==> config.mk <==
export PLATFORM = sky130hd
export DESIGN_NAME = pipelined_cla_adder
export DESIGN_NICKNAME = d
export VERILOG_FILES = /design/src/rtl/adder_pkg.sv /design/src/rtl/cla_group.sv /design/src/rtl/pipelined_cla_adder.sv
export SDC_FILE = /design/constraint.sdc
export NUM_CORES = 1
export LEC_CHECK = 0
export BUFFER_PORTS_ARGS = -buffer_cell sky130_fd_sc_hd__buf_2
export CORE_UTILIZATION = 38
export DETAILED_ROUTE_END_ITERATION = 8
export GPL_TIMING_DRIVEN = 0
export SLEW_MARGIN = 15
export SYNTH_ARGS = -nofsm -noshare
export SYNTH_HDL_FRONTEND = slang
export SYNTH_SLANG_ARGS = --single-unit
==> constraint.sdc <==
create_clock -name clk -period 2.2 [get_ports clk]
set_input_delay 0.44 -clock clk [delete_from_list [all_inputs] [get_ports clk]]
set_output_delay 0.44 -clock clk [all_outputs]
set_load 0.05 [all_outputs]
==> src/rtl/adder_pkg.sv <==
// rtl/adder_pkg.sv - shared constants, types and helpers for the adder library
package adder_pkg;

    localparam int DEFAULT_WIDTH = 32;
    localparam int DEFAULT_GROUP = 8;
    localparam int GRP_W         = DEFAULT_GROUP;

    typedef struct packed {
        logic [GRP_W-1:0] sum;
        logic             cout;
    } group_result_t;

    function automatic int clog2(input int value);
        int result;
        result = 0;
        while ((1 << result) < value) begin
            result = result + 1;
        end
        return result;
    endfunction

endpackage

==> src/rtl/cla_group.sv <==
// rtl/cla_group.sv - combinational GROUP-bit carry-lookahead slice
module cla_group
    import adder_pkg::*;
#(
    parameter int GROUP = DEFAULT_GROUP
) (
    input  logic [GROUP-1:0] a,
    input  logic [GROUP-1:0] b,
    input  logic             ci,
    output logic [GROUP-1:0] s,
    output logic             co
);

    logic [GROUP-1:0] g;
    logic [GROUP-1:0] p;
    logic [GROUP:0]   c;

    assign g = a & b;
    assign p = a ^ b;

    // Each carry is the flat sum-of-products of generates and the carry-in,
    // so no carry depends on a lower-order carry signal.
    always_comb begin
        logic pp;
        c    = '0;
        c[0] = ci;
        for (int i = 0; i < GROUP; i++) begin
            c[i+1] = g[i];
            pp     = p[i];
            for (int j = i - 1; j >= 0; j--) begin
                c[i+1] = c[i+1] | (pp & g[j]);
                pp     = pp & p[j];
            end
            c[i+1] = c[i+1] | (pp & ci);
        end
    end

    assign s  = p ^ c[GROUP-1:0];
    assign co = c[GROUP];

endmodule

==> src/rtl/pipelined_cla_adder.sv <==
// rtl/pipelined_cla_adder.sv - pipelined CLA adder, one slice per stage; ADDSUB_EN adds Sub
module pipelined_cla_adder
    import adder_pkg::*;
#(
    parameter int WIDTH = DEFAULT_WIDTH,
    parameter int GROUP = DEFAULT_GROUP
) (
    input  logic             clk,
    input  logic             rst,
    input  logic             in_valid,
    output logic             in_ready,
    input  logic [WIDTH-1:0] A,
    input  logic [WIDTH-1:0] B,
    input  logic             Cin,
`ifdef ADDSUB_EN
    input  logic             Sub,
`endif
    output logic             out_valid,
    input  logic             out_ready,
    output logic [WIDTH-1:0] Sum,
    output logic             Cout
);

    localparam int STAGES = WIDTH / GROUP;

    if (WIDTH % GROUP != 0) begin : g_bad_width
        $error("WIDTH must be a multiple of GROUP");
    end

    logic             adv;
    logic [WIDTH-1:0] a_src [STAGES+1];
    logic [WIDTH-1:0] b_src [STAGES+1];
    logic [WIDTH-1:0] s_src [STAGES+1];
    logic             c_src [STAGES+1];
    logic             v_src [STAGES+1];

    assign adv      = !out_valid || out_ready;
    assign in_ready = adv;

    assign a_src[0] = A;
    assign s_src[0] = '0;
    assign v_src[0] = in_valid;
`ifdef ADDSUB_EN
    // Inverting B at entry means the skew chain already carries ~B upward.
    assign b_src[0] = Sub ? ~B : B;
    assign c_src[0] = Sub | Cin;
`else
    assign b_src[0] = B;
    assign c_src[0] = Cin;
`endif

    for (genvar k = 0; k < STAGES; k++) begin : g_stage
        logic [GROUP-1:0] grp_sum;
        logic             grp_cout;
        logic [WIDTH-1:0] sum_next;
        logic [WIDTH-1:0] a_q;
        logic [WIDTH-1:0] b_q;
        logic [WIDTH-1:0] s_q;
        logic             c_q;
        logic             v_q;

        cla_group #(.GROUP(GROUP)) u_cla (
            .a  (a_src[k][k*GROUP +: GROUP]),
            .b  (b_src[k][k*GROUP +: GROUP]),
            .ci (c_src[k]),
            .s  (grp_sum),
            .co (grp_cout)
        );

        // Lower groups ride along unchanged; this stage fills in its own group.
        always_comb begin
            sum_next                    = s_src[k];
            sum_next[k*GROUP +: GROUP]  = grp_sum;
        end

        always_ff @(posedge clk) begin
            if (rst) begin
                a_q <= '0;
                b_q <= '0;
                s_q <= '0;
                c_q <= 1'b0;
                v_q <= 1'b0;
            end else if (adv) begin
                a_q <= a_src[k];
                b_q <= b_src[k];
                s_q <= sum_next;
                c_q <= grp_cout;
                v_q <= v_src[k];
            end
        end

        assign a_src[k+1] = a_q;
        assign b_src[k+1] = b_q;
        assign s_src[k+1] = s_q;
        assign c_src[k+1] = c_q;
        assign v_src[k+1] = v_q;
    end

    assign out_valid = v_src[STAGES];
    assign Sum       = s_src[STAGES];
    assign Cout      = c_src[STAGES];

endmodule

==> impl_metrics.csv <==
group,metric,value,unit
placement,dp.cells,1319,
route,ant_nets,0,
min_path,min-delay-path-class,"in2reg",
timing,rsz0062_at_grt,"false",
run_status,status,"finished clean",
synthesis,yosys.cell_types.count,42,
job,maxCapViolCount,0,
cts,clkSinkCount,184,
grt,antenna_found_initial,1,
cts,postCtsHoldBufs,0,
grt,overflow,0,
route,route.detailed.drc,0,
critical_path,start_kind,"flop",
route,drt_iter0_drc,448,
synthesis,syn_avg_cell_area,8.15,um^2
cts,cts_tree,"yes",
power,power,7470,uW
power,p_leak,0.00388,uW
timing,max_freq,479,MHz
final_layout,drive_above_1_share,15.8,%
synthesis,synth_area_leaders,"dfxtp_1 (47%), nand2_1 (15%), a21oi_1 (10%), ha_1 (5.8%), clkbuf_1 (1.8%)",
die,dieArea,21000,um^2
cts,root_buffer,"clkbuf_16",
die,core-area,19700,um^2
route,top_layer,"met4",
route,wl_met3,1250,um
synthesis,netlist.area_leader.share,47.5,%
timing,period_minus_slack,2.09,ns
critical_path,end_kind,"primary output",
synthesis,synth_nets,1061,
timing,finalClockSkew,0.00975,ns
timing,slew_headroom,47.4,%
grt,grt_max_degree,17,
final_layout,area_delta_synth_final,18.8,%
die,die_h,145,um
timing,worst_slew_pin_slew,0.789,ns
synthesis,synth-edff-count,0,
die,fp-row-count,51,
synthesis,yosysWarnings,0,
synthesis,ys_seq_area_share,47.5,%
placement,post-dp-hpwl,15500,um
route,drt_wl_total,21300,um
critical_path,cp_max_fo,10,
synthesis,syn_area,7760,um^2
final_layout,layout.cells.non_filler,1351,
route,route.met2.wl,9860,um
die,pin_count,104,
synthesis,ys_ff_latch,184,
cts,insertion_delay,0.44,ns
timing,period_share,94.9,%
synthesis,syn_inst,952,
timing,fin_hold_ws,0.234,ns
grt,grt_pass1_vias,6424,
power,peakVddDrop,0.551,mV
placement,dp_slack,-0.0423,ns
synthesis,async_flop_share,0,%
synthesis,synth_top_area_cell,"dfxtp_1",
cts,clk_pin_slew_worst_paths,0.07,ns
critical_path,arrival,1.65,ns
timing,hold_viol,0,
timing,setup_viol,0,
critical_path,path_class,"reg2out",
synthesis,synth_ff_type,"dfxtp_1",
synthesis,ys_top_cells_by_count,"nand2_1 (307), dfxtp_1 (184), a21oi_1 (161)",
final_layout,nets,1182,
placement,place_congestion,0.846,
final_layout,utilization,46.7,%
route,via_count,6878,
critical_path,crit_required,1.76,ns
synthesis,synth.most_common_cell,"nand2_1",
power,powerDensity,811,nW/um^2
cts,cts_buffers,17,
route,drt_pass1_iterations,5,
timing,final_max_slew_viol_count,0,
grt,grt_pass1_wl,33500,um
route,viasPerCell,5.09,
grt,track_usage,21.5,%
cts,ctsLongestPathBuffers,2,
cts,ctsHtreeMaxLevel,4,
route,post_drt_wl_per_cell,15.8,um
die,start_util,39.3,%
timing,setup_slack,0.112,ns
die,die-width,145,um
placement,port_buffers,102,
route,wl_met1,9540,um
## per-layer routing
metal | vias up | track usage (%)
li1 | 3509 | -
met1 | 3114 | 27.2
met2 | 209 | 35.3
met3 | 46 | 4.21
met4 | 0 | 9.64
met5 | - | 0
## layout by cell type (no fill, tap or decap), types with 9 or more instances in the layout
cell / count
clkbuf_16: 17
a21oi_1: 161
dfxtp_1: 184
buf_2: 124
nor3_1: 14
clkbuf_1: 37
a31oi_1: 9
o21ai_0: 26
a211oi_1: 12
nand2_1: 307
ha_1: 36
nor2_1: 15
nand3_1: 19
nor4b_1: 11
## state kept, by name, indices dropped and copies added (netlist names)
register,count
g_stage.s_q,48
g_stage.c_q,3
Sum,32
out_valid,1
g_stage.v_q,3
g_stage.b_q,48
Cout,1
g_stage.a_q,48
## worst paths after layout
kind | endpoint | from | slack (ns) | depth (start not counted)
max reg2reg | g_stage[2].s_q[21]$_SDFFE_PP0P_ | g_stage[1].a_q[16]$_SDFFE_PP0P_ | 0.34 | 5
min reg2reg | Sum[10]$_SDFFE_PP0P_ | Sum[10]$_SDFFE_PP0P_ | 0.45 | 2
min | g_stage[0].b_q[29]$_SDFFE_PP0P_ | B[29] | 0.23 | 3
max | in_ready | out_valid$_SDFFE_PP0P_ | 0.11 | 5
## cell type report
cell class,count,area (um^2)
clock buffers,19,453
flip-flops and latches,184,3680
multi-input cells,696,3770
inverters,8,30.0
repair buffers,102,513
well taps,265,332
plain buffers,64,292
fillers,2058,10500
clock inverters,12,140
diodes,1,2.50
## power by group
group / leakage (uW) / switching [uW] / total (uW) / internal (uW)
Clock: 0.000283 / 1360 / 3100 / 1740
Sequential: 0.00151 / 105 / 3620 / 3510
Combinational: 0.00208 / 464 / 747 / 283
Total: 0.00388 / 1930 / 7470 / 5540
## worst max-delay path, cell delays in order, from the launching register on
cell     delay, ns
dfxtp_1       0.31
nor2b_4       0.14
inv_2         0.14
buf_6         0.20
buf_6         0.19
buf_4         0.22
## kinds of logic (layout without fill, tap and decap cells)
group                      after synthesis  in the layout  synth area share (%)
DFF                                    184            184                  47.5
xor gates and xnor gates                 8              8                 0.903
AOI/OAI and AO/OA                      255            255                  19.4
buffers and inverters                   72            205                  3.98
adders and majority gates               40             40                  6.84
other                                    0              1                     0
and+or+nand+nor                        393            393                  21.4
## metrics by stage
step | cell area [um^2] | setup TNS, ns
global route | 9220 | 0
CTS | 9210 | 0
global placement | 8600 | -0.0348
finish | 9220 | 0
floorplan | 7760 | 0
detailed placement | 8600 | -0.0423
## timing repair
action                                  in CTS  in global routing
setup buffers                                0                  0
gates cloned                                 0                  0
resized for setup                            6                  1
endpoints found under the setup margin       1                  1
(Power assumes the default switching activity.)
